==> config.mk <==
export PLATFORM = sky130hd
export DESIGN_NAME = vpu_lcd_out_flat
export DESIGN_NICKNAME = d
export VERILOG_FILES = /design/src/rtl/gameconsole_pkg.sv /design/src/rtl/vpu_lcd_out_if.sv /design/src/rtl/vpu_dither565.sv /design/src/rtl/vpu_lcd_out.sv /design/src/flat_wrapper.sv
export SDC_FILE = /design/constraint.sdc
export NUM_CORES = 1
export LEC_CHECK = 0
export CORE_AREA = 2 2 99 101
export DETAILED_ROUTE_END_ITERATION = 6
export DIE_AREA = 0 0 101 103
export HOLD_SLACK_MARGIN = 0.15
export PLACE_DENSITY_LB_ADDON = 0.05
export SYNTH_ARGS = -nofsm -noshare
export SYNTH_HDL_FRONTEND = slang
export SYNTH_SLANG_ARGS = --single-unit
==> constraint.sdc <==
create_clock -name clk -period 2.95 [get_ports clk]
set_input_delay 0.4425 -clock clk [delete_from_list [all_inputs] [get_ports clk]]
set_output_delay 0.4425 -clock clk [all_outputs]
set_load 0.01 [all_outputs]
==> src/rtl/gameconsole_pkg.sv <==
// Shared game-console video types and constants.
// Latency: none (types and constants only).
// Backpressure: none.
package gameconsole_pkg;

    localparam int SCREEN_W = 320;
    localparam int SCREEN_H = 240;

    // One pixel in 8-bit-per-channel form, red in the most significant byte
    typedef struct packed {
        logic [7:0] r;
        logic [7:0] g;
        logic [7:0] b;
    } rgb888_t;

    // 2x2 ordered-dither thresholds, indexed [y0][x0]
    localparam logic [1:0] BAYER [0:1][0:1] = '{'{2'd0, 2'd2}, '{2'd3, 2'd1}};

endpackage

==> src/rtl/vpu_lcd_out_if.sv <==
// VPU dot stream in, parallel LCD panel bus out.
// Latency: none (wiring only).
// Backpressure: none; the dot strobe is never stalled.
interface vpu_lcd_out_if;

    logic        in_dot;
    logic [31:0] in_color;
    logic        in_hblank;
    logic        in_vblank;
    logic        lcd_dot_en;
    logic        lcd_de;
    logic        lcd_hs_n;
    logic        lcd_vs_n;
    logic [7:0]  lcd_r;
    logic [7:0]  lcd_g;
    logic [7:0]  lcd_b;

    // Video source side: drives the dot stream, observes the panel bus
    modport master (
        output in_dot, in_color, in_hblank, in_vblank,
        input  lcd_dot_en, lcd_de, lcd_hs_n, lcd_vs_n, lcd_r, lcd_g, lcd_b
    );

    // Output stage side: consumes the dot stream, drives the panel bus
    modport slave (
        input  in_dot, in_color, in_hblank, in_vblank,
        output lcd_dot_en, lcd_de, lcd_hs_n, lcd_vs_n, lcd_r, lcd_g, lcd_b
    );

endinterface

==> src/rtl/vpu_dither565.sv <==
// Reduces RGB888 to 565 depth with 2x2 ordered dither, re-expanded to 8 bits.
// Latency: combinational.
// Backpressure: none.
module vpu_dither565
    import gameconsole_pkg::*;
(
    input  rgb888_t pix_in,
    input  logic    x0,
    input  logic    y0,
    output rgb888_t pix_out
);

    logic [1:0] d;
    logic [8:0] r_sum, g_sum, b_sum;
    logic [7:0] r_sat, g_sat, b_sat;

    // Add the threshold (doubled for the 5-bit channels), clamp, truncate, replicate MSBs
    always_comb begin
        pix_out = '0;
        d       = BAYER[y0][x0];
        r_sum   = {1'b0, pix_in.r} + {6'd0, d, 1'b0};
        g_sum   = {1'b0, pix_in.g} + {7'd0, d};
        b_sum   = {1'b0, pix_in.b} + {6'd0, d, 1'b0};
        r_sat   = r_sum[8] ? 8'hFF : r_sum[7:0];
        g_sat   = g_sum[8] ? 8'hFF : g_sum[7:0];
        b_sat   = b_sum[8] ? 8'hFF : b_sum[7:0];
        pix_out.r = {r_sat[7:3], r_sat[7:5]};
        pix_out.g = {g_sat[7:2], g_sat[7:6]};
        pix_out.b = {b_sat[7:3], b_sat[7:5]};
    end

endmodule

==> src/rtl/vpu_lcd_out.sv <==
// Parallel-LCD output stage: DE, active-low syncs, optional dither, frame count, line check.
// Latency: a dot strobed at cycle t appears on the panel bus at t+2.
// Backpressure: none; every strobe is accepted, including back-to-back strobes.
module vpu_lcd_out
    import gameconsole_pkg::*;
#(
    parameter int SCREEN_W = gameconsole_pkg::SCREEN_W,
    parameter int HS_W     = 8,
    parameter int VS_W     = 2,
    parameter int DITHER   = 0
) (
    input  logic                clk,
    input  logic                rst,
    vpu_lcd_out_if.slave        bus,
    input  logic                err_clr,
    output logic [15:0]         frame_cnt,
    output logic                line_err
);

    logic       dot_d1;
    logic       hb, vb, prev_hb, prev_vb;
    rgb888_t    pix, pix_out;
    logic       active, prev_active, hb_rise, vb_rise, de_fall, err_set;
    logic       x0, y0;
    logic [7:0] hcnt, hcnt_nxt;
    logic [3:0] vcnt, vcnt_nxt;
    logic [8:0] act_cnt;
    logic       unused_bits;

    // Alpha byte has no consumer; position parity is unused when dither is off
    assign unused_bits = ^{bus.in_color[31:24], x0, y0};

    // Stage 1: capture the dot; blank history starts "in blank" so reset mid-blank makes no edge
    always_ff @(posedge clk or posedge rst) begin
        if (rst) begin
            dot_d1  <= 1'b0;
            hb      <= 1'b1;
            vb      <= 1'b1;
            prev_hb <= 1'b1;
            prev_vb <= 1'b1;
            pix     <= '0;
        end else begin
            dot_d1 <= bus.in_dot;
            if (bus.in_dot) begin
                pix     <= rgb888_t'(bus.in_color[23:0]);
                hb      <= bus.in_hblank;
                vb      <= bus.in_vblank;
                prev_hb <= hb;
                prev_vb <= vb;
            end
        end
    end

    // Dot-boundary edges and next sync counts; vb_rise takes priority so a shared hb_rise never counts
    always_comb begin
        active      = ~hb & ~vb;
        prev_active = ~prev_hb & ~prev_vb;
        hb_rise     = hb & ~prev_hb;
        vb_rise     = vb & ~prev_vb;
        de_fall     = prev_active & ~active;
        err_set     = dot_d1 & de_fall & (act_cnt != 9'(SCREEN_W));
        hcnt_nxt    = hcnt;
        if (hb_rise)
            hcnt_nxt = 8'(HS_W);
        else if (hcnt != 8'd0)
            hcnt_nxt = hcnt - 8'd1;
        vcnt_nxt = vcnt;
        if (vb_rise)
            vcnt_nxt = 4'(VS_W);
        else if (hb_rise && vcnt != 4'd0)
            vcnt_nxt = vcnt - 4'd1;
    end

    generate
        if (DITHER != 0) begin : g_dither
            vpu_dither565 u_dither (
                .pix_in  (pix),
                .x0      (x0),
                .y0      (y0),
                .pix_out (pix_out)
            );
        end else begin : g_pass
            assign pix_out = pix;
        end
    endgenerate

    // Stage 2: register the panel bus on the delayed strobe
    always_ff @(posedge clk or posedge rst) begin
        if (rst) begin
            bus.lcd_dot_en <= 1'b0;
            bus.lcd_de     <= 1'b0;
            bus.lcd_hs_n   <= 1'b1;
            bus.lcd_vs_n   <= 1'b1;
            bus.lcd_r      <= 8'd0;
            bus.lcd_g      <= 8'd0;
            bus.lcd_b      <= 8'd0;
        end else begin
            bus.lcd_dot_en <= dot_d1;
            if (dot_d1) begin
                bus.lcd_de   <= active;
                bus.lcd_hs_n <= (hcnt_nxt == 8'd0);
                bus.lcd_vs_n <= (vcnt_nxt == 4'd0);
                bus.lcd_r    <= active ? pix_out.r : 8'd0;
                bus.lcd_g    <= active ? pix_out.g : 8'd0;
                bus.lcd_b    <= active ? pix_out.b : 8'd0;
            end
        end
    end

    // Sync counters, position parity, line length and frame counters, advanced once per dot
    always_ff @(posedge clk or posedge rst) begin
        if (rst) begin
            hcnt      <= 8'd0;
            vcnt      <= 4'd0;
            x0        <= 1'b0;
            y0        <= 1'b0;
            act_cnt   <= 9'd0;
            frame_cnt <= 16'd0;
        end else if (dot_d1) begin
            hcnt <= hcnt_nxt;
            vcnt <= vcnt_nxt;
            // Only the parity of x and y selects a dither threshold
            if (de_fall)
                x0 <= 1'b0;
            else if (active)
                x0 <= ~x0;
            if (vb_rise)
                y0 <= 1'b0;
            else if (de_fall)
                y0 <= ~y0;
            if (de_fall)
                act_cnt <= 9'd0;
            else if (active && act_cnt != 9'd511)
                act_cnt <= act_cnt + 9'd1;
            if (vb_rise)
                frame_cnt <= frame_cnt + 16'd1;
        end
    end

    // Sticky line-length error; a new error beats a simultaneous clear
    always_ff @(posedge clk or posedge rst) begin
        if (rst)
            line_err <= 1'b0;
        else if (err_set)
            line_err <= 1'b1;
        else if (err_clr)
            line_err <= 1'b0;
    end

endmodule

==> src/flat_wrapper.sv <==
// flat-port wrapper written by rule: the top's interface ports become plain ports
module vpu_lcd_out_flat import gameconsole_pkg::*;
#(
    parameter int SCREEN_W = gameconsole_pkg::SCREEN_W,
    parameter int HS_W     = 8,
    parameter int VS_W     = 2,
    parameter int DITHER   = 0
)
  (clk, rst, err_clr, frame_cnt, line_err, bus_in_dot, bus_in_color, bus_in_hblank, bus_in_vblank, bus_lcd_dot_en, bus_lcd_de, bus_lcd_hs_n, bus_lcd_vs_n, bus_lcd_r, bus_lcd_g, bus_lcd_b);
  vpu_lcd_out_if bus_i ();
  input  logic clk;
  input  logic rst;
  input  logic err_clr;
  output logic [15:0] frame_cnt;
  output logic line_err;
  input wire logic [$bits(bus_i.in_dot)-1:0] bus_in_dot;
  input wire logic [$bits(bus_i.in_color)-1:0] bus_in_color;
  input wire logic [$bits(bus_i.in_hblank)-1:0] bus_in_hblank;
  input wire logic [$bits(bus_i.in_vblank)-1:0] bus_in_vblank;
  output wire logic [$bits(bus_i.lcd_dot_en)-1:0] bus_lcd_dot_en;
  output wire logic [$bits(bus_i.lcd_de)-1:0] bus_lcd_de;
  output wire logic [$bits(bus_i.lcd_hs_n)-1:0] bus_lcd_hs_n;
  output wire logic [$bits(bus_i.lcd_vs_n)-1:0] bus_lcd_vs_n;
  output wire logic [$bits(bus_i.lcd_r)-1:0] bus_lcd_r;
  output wire logic [$bits(bus_i.lcd_g)-1:0] bus_lcd_g;
  output wire logic [$bits(bus_i.lcd_b)-1:0] bus_lcd_b;
  assign bus_i.in_dot = bus_in_dot;
  assign bus_i.in_color = bus_in_color;
  assign bus_i.in_hblank = bus_in_hblank;
  assign bus_i.in_vblank = bus_in_vblank;
  assign bus_lcd_dot_en = bus_i.lcd_dot_en;
  assign bus_lcd_de = bus_i.lcd_de;
  assign bus_lcd_hs_n = bus_i.lcd_hs_n;
  assign bus_lcd_vs_n = bus_i.lcd_vs_n;
  assign bus_lcd_r = bus_i.lcd_r;
  assign bus_lcd_g = bus_i.lcd_g;
  assign bus_lcd_b = bus_i.lcd_b;
  vpu_lcd_out #(.SCREEN_W(SCREEN_W), .HS_W(HS_W), .VS_W(VS_W), .DITHER(DITHER)) u_core (.clk(clk), .rst(rst), .bus(bus_i), .err_clr(err_clr), .frame_cnt(frame_cnt), .line_err(line_err));
endmodule
==> flow_summary.ini, run 1 <==
[timing]
worst_slack_ns = 0.580
slew_viol_final = 0
fin_skew_ns = 0.00849
setup_tns_ns = 0
max_slew_margin = 0.562
tightest_slew_ns = 0.656
max_freq_ghz = 0.422
rsz0062_at_grt = no
period_share = 0.804
whs_ns = 0.470
setup_violations = 0
min_period_ns = 2.37
hold_viol = 0

[worst_hold_path]
hold_class = in2async

[placement]
gp_congestion = 0.848
dp_hpwl_mm = 5.48
postPlaceCellArea_um2 = 4980
place_ws_ns = 0.576
portBuffers = 74

[logic_synthesis]
ys_ff_latch = 95
yosysWarnings = 0
syn-num-nets = 381
syn_avg_cell_area_um2 = 12.1
synthFlopType = dfrtp_1
synth_edf_count = 0
async_reset_ff_frac = 1.00
yosysSeqAreaShare = 0.585
synthCells = 336
synth.cell_area_um2 = 4070
yosysUniqueCellTypes = 39

[final_layout]
fillers = 820
area_delta_synth_final_pct = 26.9
drive_gt1_frac = 0.154
final_cell_area_um2 = 5170
finalNetCount = 462
diodes = 0

[detailed_routing]
ant_nets = 0
wl_mm = 8.19
firstDrtPassIters = 5
num_vias = 2826
drc_errors = 0
viasPerCell = 5.27
detail_route.iter0.violations = 90
wl_per_cell_um = 15.3

[cts]
cts.sinks = 95
htree_levels = 3
clk_path_buf_depth = 2
cts-root-buf = clkbuf_8
cts_buffers = 9
clkSlewWorstSetupHoldPaths_ns = 0.09
cts_hold_buf = 0
insertion_delay_ns = 0.36
post_cts_resized = 0
post_cts_buffers = 0
cts_tree = yes

[power]
p_per_area_nw_per_um2 = 674
power.share.clock = 0.244
combinationalPowerShare = 0.263
ir_drop_uv = 302
switching_share = 0.317
p_int_uw = 2380
total_leakage_power_uw = 0.00227
switchingPower_uw = 1100
seqPwrFrac = 0.494

[floorplanning]
start_util = 0.431
num_rows = 36
die_h_um = 103
die_area_um2 = 10400
die_w_um = 101
coreArea_um2 = 9460
num_io_pins = 83

[grt]
grt_start_max_net_pins = 39
antenna_found_initial = 0
grt_pass1_wl_mm = 13.8
grt_overflow = 0
grt_pass1_vias = 2759
track_usage = 0.171

[critical_path]
endpoint_kind = flop
slowest_delay_ns = 0.42
cp.required_ns = 3.20
cp_slowest_cell = dfrtp_1
path_class = reg2reg
path_buf_inv = 0
cp-start-kind = flop
cp_max_fo = 7
cp.arrival_ns = 2.62
cp_top_family = simple AND/OR/NAND/NOR gates
path_cells = ha_1, nand2_1, nor2_1, and3_1, ha_1, nor4b_4, a31oi_2, nor4b_2, xnor2_1, nor2_1
rrSetupSlack_ns = 0.58

[outcome]
status = finished clean

[run]
drv_cap = 0
-- final cells by class --
type	count	area (µm²)	area share
repair buffers	81	806	0.156
clock buffers	11	131	0.0254
multi-input cells	216	1600	0.308
well taps	114	143	0.0276
inverters	14	53.8	0.0104
clock inverters	5	57.6	0.0111
flip-flops and latches	95	2380	0.461
-- state kept, by name, summed over array words and instances, names as in the netlist, 4 cells and up --
| register | cells |
|---|---|
| u_core.bus.lcd_g | 8 |
| u_core.pix | 24 |
| u_core.frame_cnt | 16 |
| u_core.bus.lcd_r | 8 |
| u_core.act_cnt | 9 |
| u_core.bus.lcd_b | 8 |
| u_core.vcnt | 4 |
| u_core.hcnt | 8 |
-- worst reg2reg max path: stages, from the launching register on --
cell	delay, ns
dfrtp_1	0.42
ha_1	0.23
nand2_1	0.07
nor2_1	0.06
and3_1	0.18
ha_1	0.21
nor4b_4	0.39
a31oi_2	0.16
nor4b_2	0.34
xnor2_1	0.15
nor2_1	0.05
-- layer usage --
metal | track usage | wire length, µm | vias to the layer above | share of wire
met5 | 0 | 0 | - | 0
met4 | 0.0842 | 105 | 0 | 0.013
met2 | 0.262 | 3840 | 62 | 0.47
met3 | 0.0488 | 442 | 7 | 0.054
li1 | - | - | 1366 | -
met1 | 0.224 | 3800 | 1391 | 0.46
-- layout by cell type, fill, tap and decap left out, types with 11 or more instances in the layout --
cell type	Yosys	routed
clkdlybuf4s50_1	0	74
a22o_1	28	28
mux2_2	30	30
inv_1	13	12
nand3_1	11	11
xnor2_1	15	15
nor2_1	21	20
nand2_1	21	21
o21ai_0	18	18
dfrtp_1	89	89
-- through the flow --
| step | std cells | power, µW | utilization |
|---|---|---|---|
| after detailed placement | 520 | 2660 | 0.527 |
| after global placement | 520 | 2640 | 0.527 |
| after floorplan | 336 | 2300 | - |
| after global routing | 536 | 3730 | 0.547 |
| final | 536 | 3480 | 0.547 |
| after CTS | 536 | 3530 | 0.547 |
-- path summary, 6_finish.rpt --
| kind | startpoint | end | cells past startpoint |
|---|---|---|---|
| worst max register to register | u_core.act_cnt[0] | u_core.act_cnt[7] | 10 |
| max in group asynchronous | rst | u_core.bus.lcd_hs_n | 3 |
| worst min register to register | u_core.frame_cnt[15] | u_core.frame_cnt[15] | 1 |
| worst max-delay path | u_core.act_cnt[0] | u_core.act_cnt[7] | 10 |
| worst min-delay path | rst | u_core.act_cnt[2] | 2 |
| min in group clk | u_core.frame_cnt[15] | u_core.frame_cnt[15] | 1 |
-- synth_stat cells, types with 2 or more instances --
master	instances	area (µm²)
dfrtp_1	89	2230
a31oi_1	2	12.5
o31ai_1	2	15.0
xor2_1	7	61.3
or3_1	2	12.5
nor4_1	2	12.5
ha_1	7	87.6
a22o_1	28	245
nand3_1	11	55.1
dfstp_2	6	158
nor2_1	21	78.8
mux2_2	30	338
a21o_1	3	22.5
o21ai_0	18	90.1
clkbuf_1	8	30.0
a32o_1	3	30.0
nor2b_1	3	18.8
nand2b_1	5	31.3
o41ai_1	4	35.0
inv_1	13	48.8
nor3_1	5	25.0
buf_2	2	10.0
xnor2_1	15	131
nand4_1	4	25.0
a21oi_1	7	35.0
or4_1	2	15.0
nand2_1	21	78.8
and3_1	5	31.3
-- logic make-up (layout without fill, tap and decap cells) --
logic type	after synthesis	in the layout	synth area share
xor+xnor	22	22	0.0473
simple gates	88	88	0.115
fa+ha+maj	7	7	0.0215
flops	95	95	0.585
mux	30	30	0.0829
buf+inv	25	111	0.0236
compound gates	69	69	0.124
-- power by group through the flow --
stage / logic [µW] / registers (µW) / clock network, µW
after floorplan: 580 / 1720 / 0
after global placement: 906 / 1730 / 0
after detailed placement: 923 / 1740 / 0
after CTS: 924 / 1720 / 889
after global routing: 1030 / 1750 / 938
final: 915 / 1720 / 849
Note: power is estimated with default switching activity, not from simulation.
==> inputs of run 2 (changes only) <==
clock period = 2.5 ns   (was 2.95 ns; I/O delays follow)
==> flow_summary.ini, run 2 (same netlist as run 1, synthesis figures left out) <==
[power]
p_per_area_nw_per_um2 = 797
switching_share = 0.319
ir_drop_uv = 347
switchingPower_uw = 1320
seqPwrFrac = 0.490
power.share.clock = 0.245
p_int_uw = 2810
total_leakage_power_uw = 0.00226
combinationalPowerShare = 0.264

[critical_path]
path_cells = ha_1, nand2_1, nor2_1, and3_1, ha_1, nor4b_4, a31oi_2, nor4b_2, xnor2_1, nor2_1
cp.required_ns = 2.74
slowest_delay_ns = 0.42
r2r-start = u_core.act_cnt[0]
cp-start-kind = flop
rrSetupSlack_ns = 0.27
reg2reg_to = u_core.act_cnt[7]
endpoint_kind = flop
cp_max_fo = 7
rr_worst_depth = 10
path_class = reg2reg
cp.arrival_ns = 2.47
startpoint = u_core.act_cnt[0]
cp_slowest_cell = dfrtp_1

[timing]
max_freq_ghz = 0.449
period_share = 0.890
max_slew_margin = 0.734
whs_ns = 0.352
fin_skew_ns = 0.0129
min_period_ns = 2.23
tightest_slew_ns = 0.395
slew_viol_final = 0
rsz0062_at_grt = no
setup_tns_ns = 0
hold_viol = 0
setup_violations = 0

[grt]
track_usage = 0.172
grt_start_max_net_pins = 66
grt_overflow = 0
antenna_found_initial = 0
grt_pass1_wl_mm = 14.0
grt_pass1_vias = 2821

[cts]
post_cts_resized = 0
cts.sinks = 95
htree_levels = 3
clkSlewWorstSetupHoldPaths_ns = 0.10
cts_buffers = 9
cts-root-buf = clkbuf_8
insertion_delay_ns = 0.36
post_cts_buffers = 0
clk_path_buf_depth = 2
cts_hold_buf = 0
cts_tree = yes

[placement]
portBuffers = 74
placed_cells = 521
gp_congestion = 0.843
dp_hpwl_mm = 5.66
postPlaceCellArea_um2 = 4990

[outcome]
status = finished clean

[final_layout]
largest_register_ffs = 24
final-seq-area_um2 = 2380
fillers = 812
multiInputGateArea_um2 = 1600
drive_gt1_frac = 0.158
layout_common_cells = 89 x dfrtp_1, 74 x clkdlybuf4s50_1, 30 x mux2_2
layout_commonest_cell = dfrtp_1
regMostFlops = u_core.pix
diodes = 0
stdcell_count = 537
area_delta_synth_final_pct = 27.4
largest_registers = u_core.pix (24), u_core.frame_cnt (16), u_core.act_cnt (9)
finalNetCount = 463
final_cell_area_um2 = 5190

[detailed_routing]
wl_per_cell_um = 15.4
firstDrtPassIters = 4
viasPerCell = 5.26
ant_nets = 0
wl_mm = 8.28
drc_errors = 0
detail_route.iter0.violations = 78
num_vias = 2825

[floorplanning]
coreArea_um2 = 9460
die_h_um = 103
die_w_um = 101
num_rows = 36
start_util = 0.431
die_area_um2 = 10400
num_io_pins = 83

[run]
drv_cap = 0

[worst_hold_path]
hold_class = in2async
## run 2: how the worst max path moves through the flow
stage	end	slack (ns)	depth (start not counted)
floorplan	u_core.act_cnt[7]	0.33	10
global placement	u_core.act_cnt[7]	0.34	10
detailed placement	u_core.act_cnt[7]	0.28	10
CTS	u_core.act_cnt[7]	0.25	10
global route	u_core.act_cnt[7]	0.09	10
finish	u_core.act_cnt[7]	0.27	10
## run 2: through the flow
step	power, µW	setup WS [ns]	util
2_1_floorplan	2720	0.329	-
3_3_place_gp	3110	0.341	0.528
3_5_place_dp	3150	0.280	0.528
4_1_cts	4190	0.254	0.549
5_1_grt	4420	0.0893	0.549
6_report	4130	0.274	0.549
## run 2: layout make-up
type                       instances  area share
inverter                          14      0.0108
sequential                        95       0.459
clock buffer                      10      0.0246
multi-input combinational        216       0.307
timing repair buffer              82       0.157
tap                              114      0.0275
clock inverter                     6      0.0135
## run 2: layer usage
layer / part of all wire / global-route usage / up-vias
met4: 0.0070 / 0.0665 / 0
li1: - / - / 1366
met5: 0 / 0 / -
met1: 0.44 / 0.221 / 1403
met2: 0.50 / 0.280 / 50
met3: 0.051 / 0.0468 / 6
## run 2: worst max-delay path, delay by kind of cell, from the launching register on
kind,cells,cell delay [ns]
simple gates,6,0.96
compound gates,1,0.13
flops,1,0.42
fa+ha+maj,2,0.45
xor+xnor,1,0.15
## run 2: power by group through the flow
stage               registers (µW)  clock network (µW)  logic, µW
floorplan                     2030                   0        685
global placement              2040                   0       1070
detailed placement            2050                   0       1100
CTS                           2030                1060       1110
global route                  2070                1120       1230
finish                        2030                1010       1090
